[config.mk]
export PLATFORM = sky130hd
export DESIGN_NAME = uart_cmd_tx
export DESIGN_NICKNAME = d
export VERILOG_FILES = /design/src/rtl/uart_pkg.sv /design/src/rtl/uart_cmd_tx_baud_gen.sv /design/src/rtl/uart_cmd_tx.sv
export SDC_FILE = /design/constraint.sdc
export NUM_CORES = 1
export LEC_CHECK = 0
export CORE_ASPECT_RATIO = 0.9
export CORE_UTILIZATION = 30
export DETAILED_ROUTE_END_ITERATION = 8
export GPL_ROUTABILITY_DRIVEN = 0
export GPL_TIMING_DRIVEN = 0
export SYNTH_ARGS = -nofsm -noshare
export SYNTH_HDL_FRONTEND = slang
export SYNTH_SLANG_ARGS = --single-unit
[constraint.sdc]
create_clock -name clk -period 5.25 [get_ports clk]
set_clock_uncertainty 0.1 [all_clocks]
set_input_delay 1.3125 -clock clk [delete_from_list [all_inputs] [get_ports clk]]
set_output_delay 1.3125 -clock clk [all_outputs]
set_load 0.01 [all_outputs]
[src/rtl/uart_pkg.sv]
// rtl/uart_pkg.sv - shared constants and state type for the UART command transmitter.
package uart_pkg;

    localparam int DBIT          = 8;
    localparam int SB_TICK       = 16;
    localparam int NUM_BYTES     = 3;
    localparam int TICKS_PER_BIT = 16;

    // Baud ticks in one 8N1 frame: start bit, DBIT data bits, stop period.
    localparam int FRAME_TICKS = (1 + DBIT) * TICKS_PER_BIT + SB_TICK;

    typedef enum logic [1:0] {
        IDLE,
        START,
        DATA,
        STOP
    } tx_state_t;

endpackage

[src/rtl/uart_cmd_tx_baud_gen.sv]
// rtl/uart_cmd_tx_baud_gen.sv - mod-DVSR baud divider with synchronous clear and enable.
module baud_gen #(
    parameter int DVSR     = 163,
    parameter int DVSR_BIT = 8
) (
    input  logic clk,
    input  logic reset,
    input  logic clr,
    input  logic en,
    output logic s_tick
);

    logic [DVSR_BIT-1:0] cnt;

    always_ff @(posedge clk) begin
        if (reset || clr) begin
            cnt <= '0;
        end else if (en) begin
            cnt <= (cnt == DVSR_BIT'(DVSR - 1)) ? '0 : cnt + 1'b1;
        end
    end

    assign s_tick = en && (cnt == DVSR_BIT'(DVSR - 1));

endmodule

[src/rtl/uart_cmd_tx.sv]
// rtl/uart_cmd_tx.sv - serialises a latched (a, b, op) command as three back-to-back 8N1 frames.
module uart_cmd_tx
    import uart_pkg::*;
#(
    parameter int DBIT     = uart_pkg::DBIT,
    parameter int SB_TICK  = uart_pkg::SB_TICK,
    parameter int DVSR     = 163,
    parameter int DVSR_BIT = 8
) (
    input  logic            clk,
    input  logic            reset,
    input  logic            start,
    input  logic [DBIT-1:0] a,
    input  logic [DBIT-1:0] b,
    input  logic [DBIT-1:0] op,
    output logic            busy,
    output logic            done_tick,
    output logic            tx
);

    localparam int TICK_MAX = (SB_TICK > TICKS_PER_BIT) ? SB_TICK : TICKS_PER_BIT;
    localparam int TW       = $clog2(TICK_MAX);
    localparam int BW       = (DBIT > 1) ? $clog2(DBIT) : 1;

    tx_state_t       state;
    logic [TW-1:0]   tick;
    logic [BW-1:0]   nbit;
    logic [1:0]      idx;
    logic [DBIT-1:0] sreg [NUM_BYTES];
    logic            s_tick;
    logic            baud_clr;
    logic            baud_en;

    // Divider sits at zero in IDLE so the first start bit after acceptance is full length.
    assign baud_clr = (state == IDLE);
    assign baud_en  = (state != IDLE);

    baud_gen #(
        .DVSR     (DVSR),
        .DVSR_BIT (DVSR_BIT)
    ) u_baud_gen (
        .clk    (clk),
        .reset  (reset),
        .clr    (baud_clr),
        .en     (baud_en),
        .s_tick (s_tick)
    );

    always_ff @(posedge clk) begin
        if (reset) begin
            state     <= IDLE;
            tick      <= '0;
            nbit      <= '0;
            idx       <= '0;
            tx        <= 1'b1;
            busy      <= 1'b0;
            done_tick <= 1'b0;
        end else begin
            done_tick <= 1'b0;
            case (state)
                IDLE: begin
                    if (start) begin
                        sreg[0] <= a;
                        sreg[1] <= b;
                        sreg[2] <= op;
                        idx     <= '0;
                        tick    <= '0;
                        tx      <= 1'b0;
                        busy    <= 1'b1;
                        state   <= START;
                    end
                end
                START: begin
                    if (s_tick) begin
                        if (tick == TW'(TICKS_PER_BIT - 1)) begin
                            tick  <= '0;
                            nbit  <= '0;
                            tx    <= sreg[0][0];
                            state <= DATA;
                        end else begin
                            tick <= tick + 1'b1;
                        end
                    end
                end
                DATA: begin
                    if (s_tick) begin
                        if (tick == TW'(TICKS_PER_BIT - 1)) begin
                            tick <= '0;
                            if (nbit == BW'(DBIT - 1)) begin
                                tx    <= 1'b1;
                                state <= STOP;
                            end else begin
                                // Bit 1 of the current byte is the next to go out; shift it down.
                                nbit    <= nbit + 1'b1;
                                tx      <= sreg[0][1];
                                sreg[0] <= sreg[0] >> 1;
                            end
                        end else begin
                            tick <= tick + 1'b1;
                        end
                    end
                end
                STOP: begin
                    if (s_tick) begin
                        if (tick == TW'(SB_TICK - 1)) begin
                            tick <= '0;
                            if (idx < 2'(NUM_BYTES - 1)) begin
                                idx     <= idx + 1'b1;
                                sreg[0] <= sreg[1];
                                sreg[1] <= sreg[2];
                                tx      <= 1'b0;
                                state   <= START;
                            end else begin
                                busy      <= 1'b0;
                                done_tick <= 1'b1;
                                state     <= IDLE;
                            end
                        end else begin
                            tick <= tick + 1'b1;
                        end
                    end
                end
                default: state <= IDLE;
            endcase
        end
    end

endmodule
==> impl_metrics.json <==
{
  "r2r_start": "state[0]$_SDFFE_PP0P_",
  "grt_max_degree": 17,
  "clockBufferDepth": 2,
  "antenna_left": 0,
  "cts_buffers": 5,
  "insertion_delay_ps": 300,
  "pin_count": 30,
  "rows": 29,
  "max-slew-margin-rel": 0.277,
  "postCtsSetupBuffers": 0,
  "num_vias": 1543,
  "setup_viol": 0,
  "fmax_ghz": 0.319,
  "worstMarginPinSlew_ps": 1070,
  "synth_compound_area_frac": 0.0780,
  "crit_start": "reset",
  "critPathKind": "in -> reg",
  "total_power_uw": 917,
  "drv_cap": 0,
  "htreeDepth": 2,
  "yosysTopAreaCellShare": 0.312,
  "ys_ff_latch": 46,
  "ys_seq_area_frac": 0.502,
  "pwr_density_cell_mw_per_mm2": 326,
  "crit_slowest_cell": "o211ai_1",
  "rsz0062_at_grt": "no",
  "crit_chain": "clkdlybuf4s50_1, nor3b_1, nand4_1, o211ai_1",
  "tritoncts": "built",
  "worstSetupEndpointType": "register",
  "post-route-period-util": 0.598,
  "syn_area_sq_mm": 0.00231,
  "synthSimpleGateAreaFrac": 0.179,
  "postCtsHoldBufs": 0,
  "grt_pass1_wl_mm": 7.21,
  "hold_class": "reg -> reg",
  "die_h_um": 85.3,
  "ir_drop_mv": 0.136,
  "synth_warnings": 0,
  "hold_violations": 0,
  "initial_core_util": 0.318,
  "dr.pass1.iters": 4,
  "core-area_sq_mm": 0.00726,
  "die_w_um": 94.5,
  "cp_max_fo": 9,
  "grt-ovfl-total": 0,
  "dp_hpwl_mm": 3.21,
  "wirelength_mm": 4.36,
  "synth_top_family_by_area": "simple AND/OR/NAND/NOR gates",
  "synthFlopType": "edfxtp_1",
  "synth_xor_area_frac": 0.0265,
  "cp_data_required_time_ps": 5090,
  "min_from": "nbit[1]$_SDFFE_PP0P_",
  "yosys-mux-area-fraction": 0.132,
  "grt_pass1_vias": 1484,
  "wire_per_inst_um": 13.4,
  "max_stage_delay_ps": 580,
  "ys_top_cells_by_area": "edfxtp_1, dfxtp_1, ha_1",
  "yosys.cell_types.count": 48,
  "ctsResizeCount": 0,
  "cts_root_buf": "clkbuf_8",
  "n_antenna_cell": 0,
  "async_flop_share": 0,
  "clkSlewWorstSetupHoldPaths_ps": 100,
  "synthAdderAreaFrac": 0.0541,
  "track_usage": 0.117,
  "status": "finished, final reports clean",
  "fin_tns_setup_ps": 0,
  "synth_top_area_cell": "edfxtp_1",
  "drc": 0,
  "viasPerCell": 4.73,
  "drive_gt1_frac": 0.129,
  "synth_edf_count": 24,
  "cts.sinks": 46,
  "syn2layout_area_growth_pct": 21.7,
  "cp-start-kind": "input pin",
  "syn_nets": 233,
  "slew_viol_final": 0,
  "dieArea_sq_mm": 0.00806,
  "port_buffers": 29,
  "arrival_ps": 2980,
  "avgSynthCellArea_sq_um": 11.8,
  "antenna_found_initial": 0,
  "min_period_ps": 3140,
  "netlist_instances": 196,
  "power_leakage_nw": 1.00,
  "drtIter0Drc": 95,
  "nets": 269
}
[report_power, final]
part           switching, mW  internal, mW
Sequential            0.0205         0.426
Combinational          0.132         0.112
Clock                  0.130        0.0963
[cell usage after synthesis, types with 5 or more instances]
cell type,n
edfxtp_1,24
dfxtp_1,22
nand2_1,13
a21oi_1,11
nor2_1,11
ha_1,10
mux2_1,8
mux2_2,7
mux2_4,7
nand3_1,6
inv_1,5
nand2b_1,5
nand4_1,5
o21ai_0,5
[flip-flops by register name, summed over array words and instances, names as in the netlist]
register and flops:
sreg 24, done_tick 1, idx 2, u_baud_gen.cnt 8, nbit 3, state 2
tx 1, busy 1, tick 4
[layer usage]
layer  routed length, um  vias to the layer above  global-route usage  share of wire
li1                    -                      804                   -              -
met2                1780                       30               0.167           0.41
met5                   0                        -                   0              0
met4                  46                        0              0.0331          0.011
met3                 157                        6              0.0305          0.036
met1                2380                      703               0.173           0.55
[metrics by stage]
stage / setup WS [ps] / utilization / hold WS (ps) / std cells / cell area (sq um)
after floorplan: 2490 / - / 330 / 196 / 2310
after global placement: 1710 / 0.374 / 345 / 318 / 2720
after detailed placement: 1760 / 0.374 / 350 / 318 / 2720
after CTS: 2070 / 0.387 / 364 / 326 / 2810
after global routing: 1880 / 0.387 / 382 / 326 / 2810
final: 2110 / 0.387 / 362 / 326 / 2810
[worst max-delay path, delay by kind of cell]
kind                   cells  cell delay [ps]
and+or+nand+nor            2              650
AOI/OAI and AO/OA          1              580
buffers and inverters      1              440
[worst paths after layout]
| kind | to | depth (start not counted) | slack (ps) |
|---|---|---|---|
| setup / recovery | sreg[0][7]$_DFFE_PP_ | 4 | 2110 |
| setup reg to reg | sreg[0][8]$_DFFE_PP_ | 8 | 2120 |
| hold reg to reg | nbit[1]$_SDFFE_PP0P_ | 2 | 360 |
| hold / removal | nbit[1]$_SDFFE_PP0P_ | 2 | 360 |
[cell type report]
cell class	instances	area (sq um)
fill	713	4450
sequential	46	1160
multi-input combinational	138	1080
timing repair buffer	29	290
tap	93	116
clock buffer	5	68.8
buffer	7	47.5
clock inverter	3	25.0
inverter	5	18.8
[cell usage in the layout, fill, tap and decap left out, drive strengths merged, types with 2 or more instances in the layout]
cell	count
nor2b	3
edfxtp	24
o211ai	2
nor2	11
nand3	6
nand4b	2
buf	4
mux2i	3
clkbuf	8
o21ai	7
or3	3
a21oi	11
inv	6
ha	10
dfxtp	22
nand2	13
nor3b	3
or4b	2
xnor2	3
mux2	22
nand2b	5
nand4	5
nor4b	2
xor2	4
nor3	5
clkdlybuf4s50	29
[cell families after synthesis]
| group | Yosys count |
|---|---|
| AND/OR/NAND/NOR | 68 |
| buffers and inverters | 12 |
| adder cells (fa/ha/maj) | 10 |
| XOR/XNOR | 7 |
| AO/OA/AOI/OAI | 28 |
| multiplexers | 25 |
| flip-flops | 46 |
Note: power is estimated with default switching activity, not from simulation.
